[src/rtl/key_pulse.sv]
// Five-key push-button conditioner: two-flop synchroniser, per-key debounce FSM,
// single-cycle press pulse and optional auto-repeat while a key stays held.
module key_pulse #(
  parameter int unsigned DEBOUNCE_CYCLES = 1_000_000,
  parameter int unsigned REPEAT_DELAY    = 25_000_000,
  parameter int unsigned REPEAT_RATE     = 5_000_000,
  parameter bit          REPEAT_EN       = 1'b1,
  parameter int unsigned CNT_W           = 25
) (
  input  logic       clk,
  input  logic       rst,
  input  logic [4:0] key_in_n,
  output logic [4:0] option_key,
  output logic [4:0] key_state
);

  localparam int unsigned NKEYS = 5;
  localparam logic [CNT_W-1:0] DEB_LAST   = CNT_W'(DEBOUNCE_CYCLES - 1);
  localparam logic [CNT_W-1:0] DELAY_LAST = CNT_W'(REPEAT_DELAY - 1);
  localparam logic [CNT_W-1:0] RATE_LAST  = CNT_W'(REPEAT_RATE - 1);

  typedef enum logic [2:0] {
    IDLE,
    DEB_PRESS,
    HELD,
    REPEAT,
    DEB_REL
  } state_t;

  logic [4:0]       sync1;
  logic [4:0]       sync2;
  logic [4:0]       pressed;
  logic [4:0]       fire;
  logic [4:0]       held_next;
  state_t           state      [NKEYS];
  state_t           state_next [NKEYS];
  logic [CNT_W-1:0] cnt        [NKEYS];
  logic [CNT_W-1:0] cnt_next   [NKEYS];

  // Synchroniser flops reset to released so a key held through reset re-debounces.
  always_ff @(posedge clk) begin
    if (rst) begin
      sync1 <= '1;
      sync2 <= '1;
    end else begin
      sync1 <= key_in_n;
      sync2 <= sync1;
    end
  end

  assign pressed = ~sync2;

  always_ff @(posedge clk) begin
    if (rst) begin
      for (int unsigned i = 0; i < NKEYS; i++) begin
        state[i] <= IDLE;
        cnt[i]   <= '0;
      end
      option_key <= '0;
      key_state  <= '0;
    end else begin
      for (int unsigned i = 0; i < NKEYS; i++) begin
        state[i] <= state_next[i];
        cnt[i]   <= cnt_next[i];
      end
      option_key <= fire;
      key_state  <= held_next;
    end
  end

  always_comb begin
    fire      = '0;
    held_next = '0;
    for (int unsigned i = 0; i < NKEYS; i++) begin
      state_next[i] = state[i];
      cnt_next[i]   = cnt[i];
      case (state[i])
        IDLE: begin
          cnt_next[i] = '0;
          if (pressed[i]) state_next[i] = DEB_PRESS;
        end
        DEB_PRESS: begin
          if (!pressed[i]) begin
            state_next[i] = IDLE;
            cnt_next[i]   = '0;
          end else if (cnt[i] == DEB_LAST) begin
            state_next[i] = HELD;
            cnt_next[i]   = '0;
            fire[i]       = 1'b1;
          end else begin
            cnt_next[i] = cnt[i] + CNT_W'(1);
          end
        end
        HELD: begin
          if (!pressed[i]) begin
            state_next[i] = DEB_REL;
            cnt_next[i]   = '0;
          end else if (REPEAT_EN && cnt[i] == DELAY_LAST) begin
            state_next[i] = REPEAT;
            cnt_next[i]   = '0;
            fire[i]       = 1'b1;
          end else if (cnt[i] != DELAY_LAST) begin
            // Saturates when repeat is disabled so the counter never wraps.
            cnt_next[i] = cnt[i] + CNT_W'(1);
          end
        end
        REPEAT: begin
          if (!pressed[i]) begin
            state_next[i] = DEB_REL;
            cnt_next[i]   = '0;
          end else if (cnt[i] == RATE_LAST) begin
            cnt_next[i] = '0;
            fire[i]     = 1'b1;
          end else begin
            cnt_next[i] = cnt[i] + CNT_W'(1);
          end
        end
        DEB_REL: begin
          if (pressed[i]) begin
            state_next[i] = HELD;
            cnt_next[i]   = '0;
          end else if (cnt[i] == DEB_LAST) begin
            state_next[i] = IDLE;
            cnt_next[i]   = '0;
          end else begin
            cnt_next[i] = cnt[i] + CNT_W'(1);
          end
        end
        default: begin
          state_next[i] = IDLE;
          cnt_next[i]   = '0;
        end
      endcase
      held_next[i] = (state_next[i] == HELD) || (state_next[i] == REPEAT) ||
                     (state_next[i] == DEB_REL);
    end
  end

endmodule

[config.mk]
export PLATFORM = sky130hd
export DESIGN_NAME = key_pulse
export DESIGN_NICKNAME = d
export VERILOG_FILES = /design/src/rtl/key_pulse.sv
export SDC_FILE = /design/constraint.sdc
export NUM_CORES = 1
export LEC_CHECK = 0
export CORE_MARGIN = 8
export CORE_UTILIZATION = 50
export DETAILED_ROUTE_END_ITERATION = 10
export PLACE_DENSITY = 0.69
export SYNTH_ARGS = -nofsm -noshare
export SYNTH_HDL_FRONTEND = slang
export SYNTH_SLANG_ARGS = --single-unit
[constraint.sdc]
create_clock -name clk -period 2.1 [get_ports clk]
set_input_delay 0.42 -clock clk [delete_from_list [all_inputs] [get_ports clk]]
set_output_delay 0.42 -clock clk [all_outputs]
set_load 0.02 [all_outputs]
# Yosys cells after proc, flatten, opt, wreduce, memory -nomap -nowiden
# Memory sizes are Yosys's and may differ from the RTL's.
# Index checks and enable logic that the tools add are counted.
[word_totals]
rom_bits = 0
ram_bits = 140
ff_bits = 20
latchBits = 0
n_memories = 2
[classes]
n_mux = 138
multipliers = 0
n_bitwise = 11
reduce_logical = 15
order_cmp = 0
eq_ne = 55
n_addsub = 5
n_shift = 0
n_div = 0
[mem_list]
columns = ["name", "words", "width", "rd", "rd_ports_with_merged_regs", "wr", "line_no", "source"]
rows = [
  ["cnt", 5, 25, 5, 0, 5, "37", "logic [CNT_W-1:0] cnt [NKEYS];"],
  ["state", 5, 3, 5, 0, 5, "35", "state_t state [NKEYS];"],
]
[op_table]
columns = ["op", "count"]
rows = [
  ["$mux 25", 45],
  ["$pmux 25 s4", 5],
  ["$mux 3", 45],
  ["$add 25x1->25 const B", 5],
  ["$eq 25x20->1 const B", 5],
  ["$eq 25x23->1 const B", 5],
  ["$eq 25x25->1 const B", 5],
  ["$ne 25x25->1 const B", 5],
  ["$pmux 3 s5", 5],
  ["$eq 3x2->1 const B", 20],
  ["$mux 1", 33],
  ["$eq 3x3->1 const B", 10],
  ["$eq 3x1->1 const B", 5],
  ["$logic_not 3->1", 5],
  ["$pmux 1 s3", 5],
  ["$logic_or 1x1->1", 10],
  ["$or 1x1->1", 10],
  ["$not 5->5", 1],
]

# Logic depth before layout (Yosys ltp)
[depth]
word_depth = 7
mapped_depth = 8

# Worst setup path before layout
# OpenSTA, ideal clock, no wires.
[synth_timing]
kind = "reg2reg"
start = "mem cnt[1][0] (netlist: cnt[0][25])"
end = "mem cnt[1][15] (netlist: cnt[0][40])"
path_slack_ps = -165
path_buffers = 1
required_time_ps = 1985
stages_incl_launch_ff = 8
arrival_ps = 2150
path_cell_list = "dfxtp_1 -> ha_1 -> nor3b_1 -> nand4b_1 -> or4_4 -> a211oi_4 -> buf_4 -> nor2_1"
[synth_rtl]
columns = ["element", "line_no"]
rows = [
  ["from (decl)", "37"],
]

==> impl_metrics.py <==
metrics = {
    "setup_path": {
        "startpoint_type": "register",
        "cp.required_ns": 2.42,
        "worstReg2RegEnd": "cnt[0][105]",
        "crit_fanout": 13,
        "rrSetupSlack_ns": 0.01,
        "cp.arrival_ns": 2.41,
        "reg2reg_depth": 6,
        "reg2reg_from": "cnt[0][106]",
        "worst_setup_path_end_kind": "register",
        "critical_path_class": "reg2reg",
    },
    "drt": {
        "antenna_left": 0,
        "drc_errors": 0,
        "vias": 6270,
        "drt_wl_total_um": 15400,
        "wl_per_cell_um": 13.3,
        "avgViaCountPerCell": 5.41,
        "first_iter_violations": 393,
        "first_pass_iters": 4,
    },
    "floorplan": {
        "dieArea_sq_um": 19400,
        "core_sq_um": 15000,
        "dieHeight_um": 139,
        "pin_count": 17,
        "die_w_um": 139,
        "initial_core_util": 0.505,
        "rows": 45,
    },
    "logic_synthesis": {
        "synth_top_area_cell": "dfxtp_1",
        "syn_area_per_cell_sq_um": 8.62,
        "synth_top_area_share": 0.422,
        "synthMuxAreaShare": 0.00148,
        "syn_nets": 892,
        "synth_top_family_by_area": "simple AND/OR/NAND/NOR gates",
        "synth-xor-area-share": 0.132,
        "seq_area_frac_synth": 0.422,
        "synthTopCellsByArea": "dfxtp_1, xor2_1, nor2_1",
        "ys_ff_latch": 160,
        "async_flop_share": 0,
        "synth_compound_area_frac": 0.0557,
        "synth_edf_count": 0,
        "yosys.cell_types.count": 64,
        "synth.cell_area_sq_um": 7590,
        "yosys_warnings": 0,
        "yosys_most_used_dff": "dfxtp_1",
        "synthAdderAreaFrac": 0.00825,
        "syn_inst": 880,
        "yosys.area_share.simple": 0.354,
    },
    "timing": {
        "final-hold-violation-count": 0,
        "drv_slew": 0,
        "grt_setup_unrepaired": "yes",
        "fin_skew_ns": 0.00623,
        "finalWorstSetupSlack_ns": 0.0141,
        "fmax_mhz": 479,
        "finalCriticalPeriod_ns": 2.09,
        "final.period_utilization": 0.993,
        "worst_slew_margin_rel": 0.690,
        "setup_violations": 0,
        "worst_pin_slew_ns": 0.459,
    },
    "final_layout": {
        "syn2layout_area_growth_pct": 19.8,
        "final_core_utilization": 0.605,
        "drive_above_1_share": 0.146,
        "final_cell_mix": "dfxtp_1, nor2_1, buf_4, xor2_1, nand2_1",
        "final_common_cell": "dfxtp_1",
        "fill_cells": 1308,
        "antenna_cells": 0,
        "nNetsFinal": 971,
    },
    "clocking": {
        "cts_hold_buf": 0,
        "cts_tree": "built",
        "clock_sinks": 160,
        "ctsHtreeMaxLevel": 4,
        "insertion_delay_ns": 0.43,
        "max-clock-path-buffers": 2,
        "cts_made_buffers": 17,
        "clk_pin_slew_worst_paths_ns": 0.06,
        "cts-root-buf": "clkbuf_16",
    },
    "power_and_ir_drop": {
        "swShare": 0.216,
        "total_power_uw": 6180,
        "comb_power_share": 0.009,
        "clkPwrFrac": 0.496,
        "total_switching_power_uw": 1340,
        "p_per_area_nw_per_um2": 680,
        "peakVddDrop_mv": 0.602,
        "intPower_uw": 4840,
        "seqPwrFrac": 0.495,
        "leakagePower_uw": 0.00302,
    },
    "worst_hold_path": {
        "holdPathStages": 1,
        "hold_class": "reg2reg",
        "holdPathEnd": "sync2[3]",
        "hp-start": "sync1[3]",
    },
    "grt": {
        "grt_usage": 0.167,
        "grt_pass1_wl_um": 27200,
        "grt_pass1_vias": 5928,
        "grt_max_degree": 26,
        "grt_overflow": 0,
        "antenna_found_initial": 0,
    },
    "place": {
        "globalplace.congestion": 0.811,
        "dpl.hpwl_um": 10400,
        "portBuffers": 16,
        "dp_slack_ns": -0.427,
    },
    "flow_run": {
        "maxCapViolations": 0,
    },
    "status": {
        "status": "complete, no violations",
    },
}
synthesized netlist by cell type (3+ instances only):
cell type,instances
nor3_1,32
nor4b_1,9
or4_1,3
inv_1,17
nor2_1,147
nor3b_1,9
a31oi_1,4
xnor2_1,49
and2_1,9
nand2b_1,3
nand4b_1,4
nand3b_1,3
a211oi_1,3
nor2b_1,14
and4_1,19
nor4_1,16
o21ai_0,10
and3_1,27
a21oi_1,8
xor2_1,65
or2_2,10
nor4bb_1,6
ha_1,5
dfxtp_1,160
and3b_1,5
nor2_2,10
nand4_1,42
nand2_1,62
nand3_1,54
or3_1,8
and4b_1,5
clkbuf_1,21
routing by layer:
metal	track usage	share of wire	vias up
li1	-	-	3261
met1	0.212	0.49	2893
met2	0.265	0.45	91
met3	0.0475	0.039	25
met4	0.0595	0.017	0
met5	0	0	-
power by group through the flow:
stage	Sequential (uW)	Clock [uW]	Combinational [uW]
after detailed placement	3130	0	55.9
after global placement	3130	0	55.8
final	3060	3060	56.9
after floorplan	3120	0	34.5
after CTS	3060	3140	56.8
after global routing	3060	3250	63.2
worst max-delay path: stages (launching register included):
cell       delay [ns]
dfxtp_1          0.31
or4_1            0.51
or4_4            0.48
a2111oi_4        0.25
o32a_4           0.24
buf_12           0.14
nor2_1           0.05
cell families (layout without fill, tap and decap cells):
logic type                 after synthesis  count (layout)
xor gates and xnor gates               114             114
and+or+nand+nor                        502             502
adders and majority gates                5               5
muxes                                    1               1
AOI/OAI and AO/OA                       53              54
DFF                                    160             160
buffers and inverters                   45             135
how the worst max path moves through the flow:
stage,start,endpoint,slack [ns],cells past startpoint
final,cnt[0][106],cnt[0][105],0.01,6
after global placement,rst,cnt[0][41],-0.37,6
after detailed placement,rst,cnt[0][42],-0.43,6
after floorplan,cnt[0][106],cnt[0][117],0.02,6
after CTS,cnt[0][106],cnt[0][105],-0.005,6
after global routing,cnt[0][106],cnt[0][111],-0.08,6
flip-flops by register name, indices dropped and copies added, names as in the netlist:
signal      cells
cnt           125
state          15
sync1           5
key_state       5
option_key      5
sync2           5
stage by stage:
stage | hold slack, ns | area [sq um] | TNS, ns | instances
4_1_cts | 0.408 | 9060 | -0.0195 | 1159
6_report | 0.407 | 9090 | 0 | 1159
3_5_place_dp | 0.392 | 8410 | -26.39 | 1123
5_1_grt | 0.419 | 9090 | -1.65 | 1159
3_3_place_gp | 0.393 | 8410 | -23.72 | 1123
2_1_floorplan | 0.389 | 7610 | 0 | 880
final cells by class:
| cell class | count | area [sq um] | area share |
|---|---|---|---|
| Clock inverter | 14 | 156 | 0.0172 |
| Sequential cell | 160 | 3200 | 0.352 |
| Inverter | 17 | 63.8 | 0.00702 |
| Timing Repair Buffer | 87 | 756 | 0.0831 |
| Multi-Input combinational cell | 676 | 4250 | 0.468 |
| Clock buffer | 17 | 425 | 0.0468 |
| Tap cell | 188 | 235 | 0.0259 |
what timing repair did:
action / CTS / global route
setup endpoints to repair: 51 / 53
pin swaps: 4 / 1
gates resized for setup: 2 / 5
setup buffers: 4 / 0
cloned: 1 / 0
Power figures use the tool's default switching activity.
